`src/rtl/regfile_pkg.sv`:
```
// ----------------------------------------------------------------------------
// regfile_pkg
// Shared definitions for the multi-port register file and its scoreboard:
//   - default data width / register count
//   - reg_addr_t / xword_t for the default configuration
//   - wr_winner(): resolves which write port (if any) targets an address,
//     highest-index port winning. Used by both the write path and the bypass
//     path so the two can never disagree on the winner.
// wr_winner works on vectors widened to MAX_NWR ports of MAX_AW bits so one
// non-parametric function serves every legal configuration; callers
// zero-extend their narrower vectors and tie off unused ports.
// ----------------------------------------------------------------------------
package regfile_pkg;

    localparam int XLEN_DEF  = 32;
    localparam int NREGS_DEF = 32;
    localparam int AW_DEF    = $clog2(NREGS_DEF);

    localparam int MAX_NWR = 2;
    localparam int MAX_AW  = 16;

    typedef logic [AW_DEF-1:0]   reg_addr_t;
    typedef logic [XLEN_DEF-1:0] xword_t;

    typedef struct packed {
        logic       hit;
        logic [0:0] port;
    } wr_win_t;

    function automatic wr_win_t wr_winner(
        input logic [MAX_AW-1:0]         addr,
        input logic [MAX_NWR-1:0]        wr_en,
        input logic [MAX_NWR*MAX_AW-1:0] wr_addr
    );
        wr_win_t r;
        r.hit  = 1'b0;
        r.port = 1'b0;
        // Ascending scan: a later (higher-index) match overrides an earlier one.
        for (int w = 0; w < MAX_NWR; w++) begin
            if (wr_en[w] && (wr_addr[w*MAX_AW +: MAX_AW] == addr)) begin
                r.hit  = 1'b1;
                r.port = 1'(w);
            end else begin
                r = r;
            end
        end
        return r;
    endfunction

endpackage

```
`src/rtl/regfile_scoreboard.sv`:
```
// ----------------------------------------------------------------------------
// regfile_scoreboard
// Busy-bit array tracking registers with an outstanding producer.
//   clk, rst            : clock, async active-high reset (clears all bits)
//   iss_en, iss_addr    : issue marks iss_addr busy
//   wr_en, wr_addr,
//   wr_clr              : writeback clears busy of wr_addr when wr_en & wr_clr
//   flush               : clears every busy bit, overrides a same-cycle issue
//   busy_vec            : registered busy bits, bit i = register i
// ----------------------------------------------------------------------------
module regfile_scoreboard
#(
    parameter int NREGS    = 32,
    parameter int AW       = $clog2(NREGS),
    parameter int NWR      = 1,
    parameter int ZERO_REG = 1
) (
    input  logic              clk,
    input  logic              rst,
    input  logic              iss_en,
    input  logic [AW-1:0]     iss_addr,
    input  logic [NWR-1:0]    wr_en,
    input  logic [NWR*AW-1:0] wr_addr,
    input  logic [NWR-1:0]    wr_clr,
    input  logic              flush,
    output logic [NREGS-1:0]  busy_vec
);

    logic [NREGS-1:0] busy_q;
    logic [NREGS-1:0] busy_d;

    // Next busy state: clears applied before the issue so a same-cycle
    // issue to the same register wins (new producer supersedes the old).
    always_comb begin
        busy_d = busy_q;
        if (flush) begin
            busy_d = '0;
        end else begin
            for (int w = 0; w < NWR; w++) begin
                if (wr_en[w] && wr_clr[w]) begin
                    busy_d[wr_addr[w*AW +: AW]] = 1'b0;
                end else begin
                    busy_d = busy_d;
                end
            end
            if (iss_en) begin
                busy_d[iss_addr] = 1'b1;
            end else begin
                busy_d = busy_d;
            end
        end
        if (ZERO_REG != 0) begin
            busy_d[0] = 1'b0;
        end else begin
            busy_d = busy_d;
        end
    end

    // Busy-bit register with asynchronous clear.
    always_ff @(posedge clk or posedge rst) begin
        if (rst) begin
            busy_q <= '0;
        end else begin
            busy_q <= busy_d;
        end
    end

    assign busy_vec = busy_q;

endmodule

```
`src/rtl/regfile_mp_sb.sv`:
```
// ----------------------------------------------------------------------------
// regfile_mp_sb
// Multi-port integer register file with integrated busy-bit scoreboard.
//   clk, rst           : clock, async active-high reset (data and busy -> 0)
//   rd_addr/rd_data    : NRD combinational read ports, packed per port
//   rd_busy            : busy flag of each addressed register
//   wr_en/wr_addr/
//   wr_data/wr_clr     : NWR write ports; wr_clr also clears the busy bit
//   iss_en/iss_addr    : mark a destination register busy
//   flush              : clear all busy bits (data untouched)
//   busy_vec           : registered busy bits
// BYPASS=1 forwards same-cycle write data / busy-clear to the read ports.
// ZERO_REG=1 makes register 0 read as zero, drop writes and never be busy.
// ----------------------------------------------------------------------------
module regfile_mp_sb
    import regfile_pkg::*;
#(
    parameter int XLEN     = XLEN_DEF,
    parameter int NREGS    = NREGS_DEF,
    parameter int AW       = $clog2(NREGS),
    parameter int NRD      = 2,
    parameter int NWR      = 1,
    parameter int BYPASS   = 1,
    parameter int ZERO_REG = 1
) (
    input  logic                clk,
    input  logic                rst,
    input  logic [NRD*AW-1:0]   rd_addr,
    output logic [NRD*XLEN-1:0] rd_data,
    output logic [NRD-1:0]      rd_busy,
    input  logic [NWR-1:0]      wr_en,
    input  logic [NWR*AW-1:0]   wr_addr,
    input  logic [NWR*XLEN-1:0] wr_data,
    input  logic [NWR-1:0]      wr_clr,
    input  logic                iss_en,
    input  logic [AW-1:0]       iss_addr,
    input  logic                flush,
    output logic [NREGS-1:0]    busy_vec
);

    logic [XLEN-1:0] regs_q [NREGS];
    logic [XLEN-1:0] regs_d [NREGS];

    logic [MAX_NWR-1:0]        wen_x_s;
    logic [MAX_NWR*MAX_AW-1:0] waddr_x_s;
    logic [XLEN-1:0]           wdata_lo_s;
    logic [XLEN-1:0]           wdata_hi_s;

    wr_win_t         reg_win_s    [NREGS];
    logic [AW-1:0]   rd_a_s       [NRD];
    wr_win_t         rd_win_s     [NRD];
    logic            rd_clr_hit_s [NRD];

    // Port 0 data, and data of the highest port (equals port 0 when NWR=1).
    assign wdata_lo_s = wr_data[XLEN-1:0];
    assign wdata_hi_s = wr_data[NWR*XLEN-1 -: XLEN];

    // Widen write enables/addresses to the shape wr_winner expects.
    always_comb begin
        wen_x_s   = '0;
        waddr_x_s = '0;
        for (int w = 0; w < NWR; w++) begin
            wen_x_s[w]                        = wr_en[w];
            waddr_x_s[w*MAX_AW +: MAX_AW]     = MAX_AW'(wr_addr[w*AW +: AW]);
        end
    end

    // Per-register write winner.
    always_comb begin
        for (int i = 0; i < NREGS; i++) begin
            reg_win_s[i] = wr_winner(MAX_AW'(i), wen_x_s, waddr_x_s);
        end
    end

    // Next register contents; writes to register 0 dropped when hardwired.
    always_comb begin
        for (int i = 0; i < NREGS; i++) begin
            if (reg_win_s[i].hit && !((ZERO_REG != 0) && (i == 0))) begin
                regs_d[i] = reg_win_s[i].port[0] ? wdata_hi_s : wdata_lo_s;
            end else begin
                regs_d[i] = regs_q[i];
            end
        end
    end

    // Data array with asynchronous clear; writes in a reset cycle are lost.
    always_ff @(posedge clk or posedge rst) begin
        if (rst) begin
            regs_q <= '{default: '0};
        end else begin
            regs_q <= regs_d;
        end
    end

    // Per read port: address, bypass winner and busy-clear hit (any clearing port).
    always_comb begin
        for (int p = 0; p < NRD; p++) begin
            rd_a_s[p]       = rd_addr[p*AW +: AW];
            rd_win_s[p]     = wr_winner(MAX_AW'(rd_addr[p*AW +: AW]), wen_x_s, waddr_x_s);
            rd_clr_hit_s[p] = 1'b0;
            for (int w = 0; w < NWR; w++) begin
                rd_clr_hit_s[p] = rd_clr_hit_s[p]
                                | (wr_en[w] & wr_clr[w] & (wr_addr[w*AW +: AW] == rd_addr[p*AW +: AW]));
            end
        end
    end

    // Read muxes. Bypass is suppressed during reset so reads show the
    // cleared array rather than a write that is about to be discarded.
    always_comb begin
        rd_data = '0;
        rd_busy = '0;
        for (int p = 0; p < NRD; p++) begin
            if ((ZERO_REG != 0) && (rd_a_s[p] == '0)) begin
                rd_data[p*XLEN +: XLEN] = '0;
                rd_busy[p]              = 1'b0;
            end else begin
                if ((BYPASS != 0) && !rst && rd_win_s[p].hit) begin
                    rd_data[p*XLEN +: XLEN] = rd_win_s[p].port[0] ? wdata_hi_s : wdata_lo_s;
                end else begin
                    rd_data[p*XLEN +: XLEN] = regs_q[rd_a_s[p]];
                end
                if ((BYPASS != 0) && rd_clr_hit_s[p]) begin
                    rd_busy[p] = 1'b0;
                end else begin
                    rd_busy[p] = busy_vec[rd_a_s[p]];
                end
            end
        end
    end

    regfile_scoreboard #(
        .NREGS    (NREGS),
        .AW       (AW),
        .NWR      (NWR),
        .ZERO_REG (ZERO_REG)
    ) u_sb (
        .clk      (clk),
        .rst      (rst),
        .iss_en   (iss_en),
        .iss_addr (iss_addr),
        .wr_en    (wr_en),
        .wr_addr  (wr_addr),
        .wr_clr   (wr_clr),
        .flush    (flush),
        .busy_vec (busy_vec)
    );

endmodule

```
`config.mk`:
```
export PLATFORM = sky130hd
export DESIGN_NAME = regfile_mp_sb
export DESIGN_NICKNAME = d
export VERILOG_FILES = /design/src/rtl/regfile_pkg.sv /design/src/rtl/regfile_scoreboard.sv /design/src/rtl/regfile_mp_sb.sv
export SDC_FILE = /design/constraint.sdc
export NUM_CORES = 2
export LEC_CHECK = 0
export ABC_AREA = 1
export BUFFER_PORTS_ARGS = -buffer_cell sky130_fd_sc_hd__buf_2
export CORE_MARGIN = 5
export CORE_UTILIZATION = 30
export DETAILED_ROUTE_END_ITERATION = 16
export SLEW_MARGIN = 15
export SYNTH_ARGS = -nofsm -noshare
export SYNTH_HDL_FRONTEND = slang
export SYNTH_HIERARCHICAL = 1
export SYNTH_SLANG_ARGS = --single-unit
```
`constraint.sdc`:
```
create_clock -name clk -period 47.4 [get_ports clk]
set_input_delay 9.48 -clock clk [delete_from_list [all_inputs] [get_ports clk]]
set_output_delay 9.48 -clock clk [all_outputs]
set_load 0.03 [all_outputs]
```
==> metrics.csv <==
metric,value,unit
#FFs+latches synth,1023,
Sw Pwr,890,uW
post-place setup slack,23.50,ns
WL final,248000,um
Yosys top cell area share,41.6,%
pin count of the biggest net entering global routing,206,
grt total ovfl,0,
vias per cell,5.32,
DR WL/cell,21.1,um
via count,62646,
crit end category,output port,
routability cong.,0.874,
Final Power,2.67,mW
setup_tns,0,ns
Synth area leader,dfrtp_1,
Root Driver,clkbuf_16,
DRT Pass-1 Iters,6,
Hold Path Cell Cnt,2,
fraction of registers with async set/reset,100,%
Hold/Removal Path Class,flip-flop to flip-flop,
top-count cell post-synth,nand2_1,
Worst Path Arrival,14.64,ns
Synth area leaders,"dfrtp_1, nand2_1, nand3_1",
first-pass GRT wire length,373000,um
final setup skew,0,ns
Final #Nets,9048,
RSZ-0062 raised after global routing,no,
vias in the first global route,58932,
clock share of power,35.7,%
Layout Utilization,33.1,%
Register-to-Register Path Depth,2,
layout cells sized above 1,6.28,%
VDD IR max,0.0321,mV
setup ws final,23.28,ns
Layout Cells excl Fill,11770,
Initial Util,30.1,%
power per cell area,39.4,mW/mm2
Post-synth EDFFs,0,
clock buffer count from CTS,112,
"Area growth, synth to finish",9.94,%
Most Frequent Cell on Critical Path,nand3_1,
fin crit period,24.12,ns
CORE AREA,0.204,mm2
status,finished clean,
Comb power frac,21.1,%
clock insertion delay at the later pin of the skew report,0.74,ns
H-tree Lvls,3,
dpl hpwl,127000,um
Tcrit/Tclk final,50.9,%
post_cts resized,0,
ANT nets after route,0,
Sw Ratio,33.4,%
max cap viols,0,
antenna violations before repair,5,
Iteration-0 DRC Markers,7866,
Bufs and invs on worst path,7,
"Req. time, crit path",37.92,ns
Slew HR,19.0,%
Pint,1.78,mW
syn_area_per_cell,6.56,um2
Syn Inst Count,9385,
Worst-Margin Slew,1.22,ns
worst-path cell chain,buf_8 -> buf_4 -> buf_12 -> buf_4 -> buf_4 -> a21oi_1 -> o21ai_0 -> nand3_1 -> nand3_1 -> nand3_1 -> nand3_1 -> nand2_1 -> inv_1 -> buf_2,
synthesized cell area,0.0615,mm2
IO Count,156,
top post-synthesis cells by count,"nand2_1, nand3_1, o21ai_0, inv_1, dfrtp_1",
Setup Buffers After CTS,0,
width of the die,463,um
Final Slew Violations,0,
final setup vio count,0,
chip height,463,um
CP max FO,178,
stages on the worst setup path,14,
Port Buffers,154,
"Top FF cell, synth",dfrtp_1,
hold slack,0.483,ns
placed cells,11564,
synth warn,6,
crit start category,input pin,
"Seq/Total Area, Yosys",41.6,%
sequential power share,43.2,%
CP top delay family,buffers and inverters,
syn nets,9443,
crit-path max cell delay,0.92,ns
Crit-path slowest cell,buf_4,
clock buffer depth,3,
fin area,0.0677,mm2
CTS Hold Bufs,0,
Leak,33.5,nW
Post-DP Area,0.0637,mm2
Netlist cell types,32,
final hold violation count,0,
CTS tree,yes,
WS Path Type,input pin to output port,
die area,0.214,mm2
number of clock sinks,1023,
achievable frequency,41.5,MHz
Tot GR Track Use,22.3,%
num rows,166,
"Reg clk slew, reported paths",0.06,ns
DRC,0,
-- layout make-up --
cell class | instances | area [um2]
repair buffers | 243 | 1580
multi-input cells | 6528 | 29000
clock inverters | 41 | 611
flip-flops and latches | 1023 | 25600
inverters | 1082 | 4110
clock buffers | 161 | 3350
well taps | 2688 | 3360
diodes | 4 | 10.0
fillers | 21966 | 137000
-- power groups by stage --
stage,Sequential [mW],Clock [mW],Combinational (mW)
5_1_grt,1.17,1.00,0.646
4_1_cts,1.15,0.965,0.560
6_report,1.15,0.952,0.563
3_3_place_gp,1.16,0,0.544
3_5_place_dp,1.16,0,0.558
2_1_floorplan,1.14,0,0.423
-- registers in the layout, indices dropped and copies added, names as in the netlist --
register       flops
regs_q           992
u_sb/busy_vec     31
-- worst paths after layout --
path	start	end	slack, ns
worst max-delay path	rd_addr[0]	rd_data[24]	23.28
worst min-delay path	regs_q[230]	regs_q[230]	0.48
worst max register to register	regs_q[54]	regs_q[54]	46.62
worst min register to register	regs_q[230]	regs_q[230]	0.48
max in group asynchronous	rst	regs_q[964]	35.37
min in group asynchronous	rst	regs_q[94]	8.88
-- worst register-to-register path, cell delays in order, from the launching register on --
cell and delay, ns:
dfrtp_1 0.42, nand2_1 0.08, o21ai_0 0.11
-- cell usage in the layout (no fill, tap or decap), drive strengths merged --
master / count
conb: 1
dfrtp: 1023
o211ai: 39
a21oi: 120
nor4: 1
o21ai: 1186
a21boi: 1
nor2: 48
clkbuf: 161
inv: 1083
nand2: 3425
a31oi: 1
buf: 243
nand4: 4
clkinv: 25
nand3: 1648
bufinv: 12
diode: 4
nor3: 10
nand3b: 1
xor2: 3
clkinvlp: 3
or2: 40
-- layer usage --
| metal | track usage (%) | wire length (um) | vias up |
|---|---|---|---|
| li1 | - | - | 28844 |
| met1 | 28.3 | 97800 | 29631 |
| met2 | 36.1 | 112000 | 3435 |
| met3 | 3.58 | 23200 | 734 |
| met4 | 12.6 | 15000 | 2 |
| met5 | 0 | 11 | - |
-- logic make-up (layout without fill, tap and decap cells) --
| logic type | Yosys count | in the layout | share of synthesized area [%] |
|---|---|---|---|
| flops | 1023 | 1023 | 41.6 |
| buf+inv | 1834 | 1527 | 11.7 |
| other cells | 1 | 5 | 0.00609 |
| compound gates | 1347 | 1347 | 11.1 |
| xor+xnor | 3 | 3 | 0.0427 |
| simple gates | 5177 | 5177 | 35.5 |
Power figures use the tool's default switching activity.
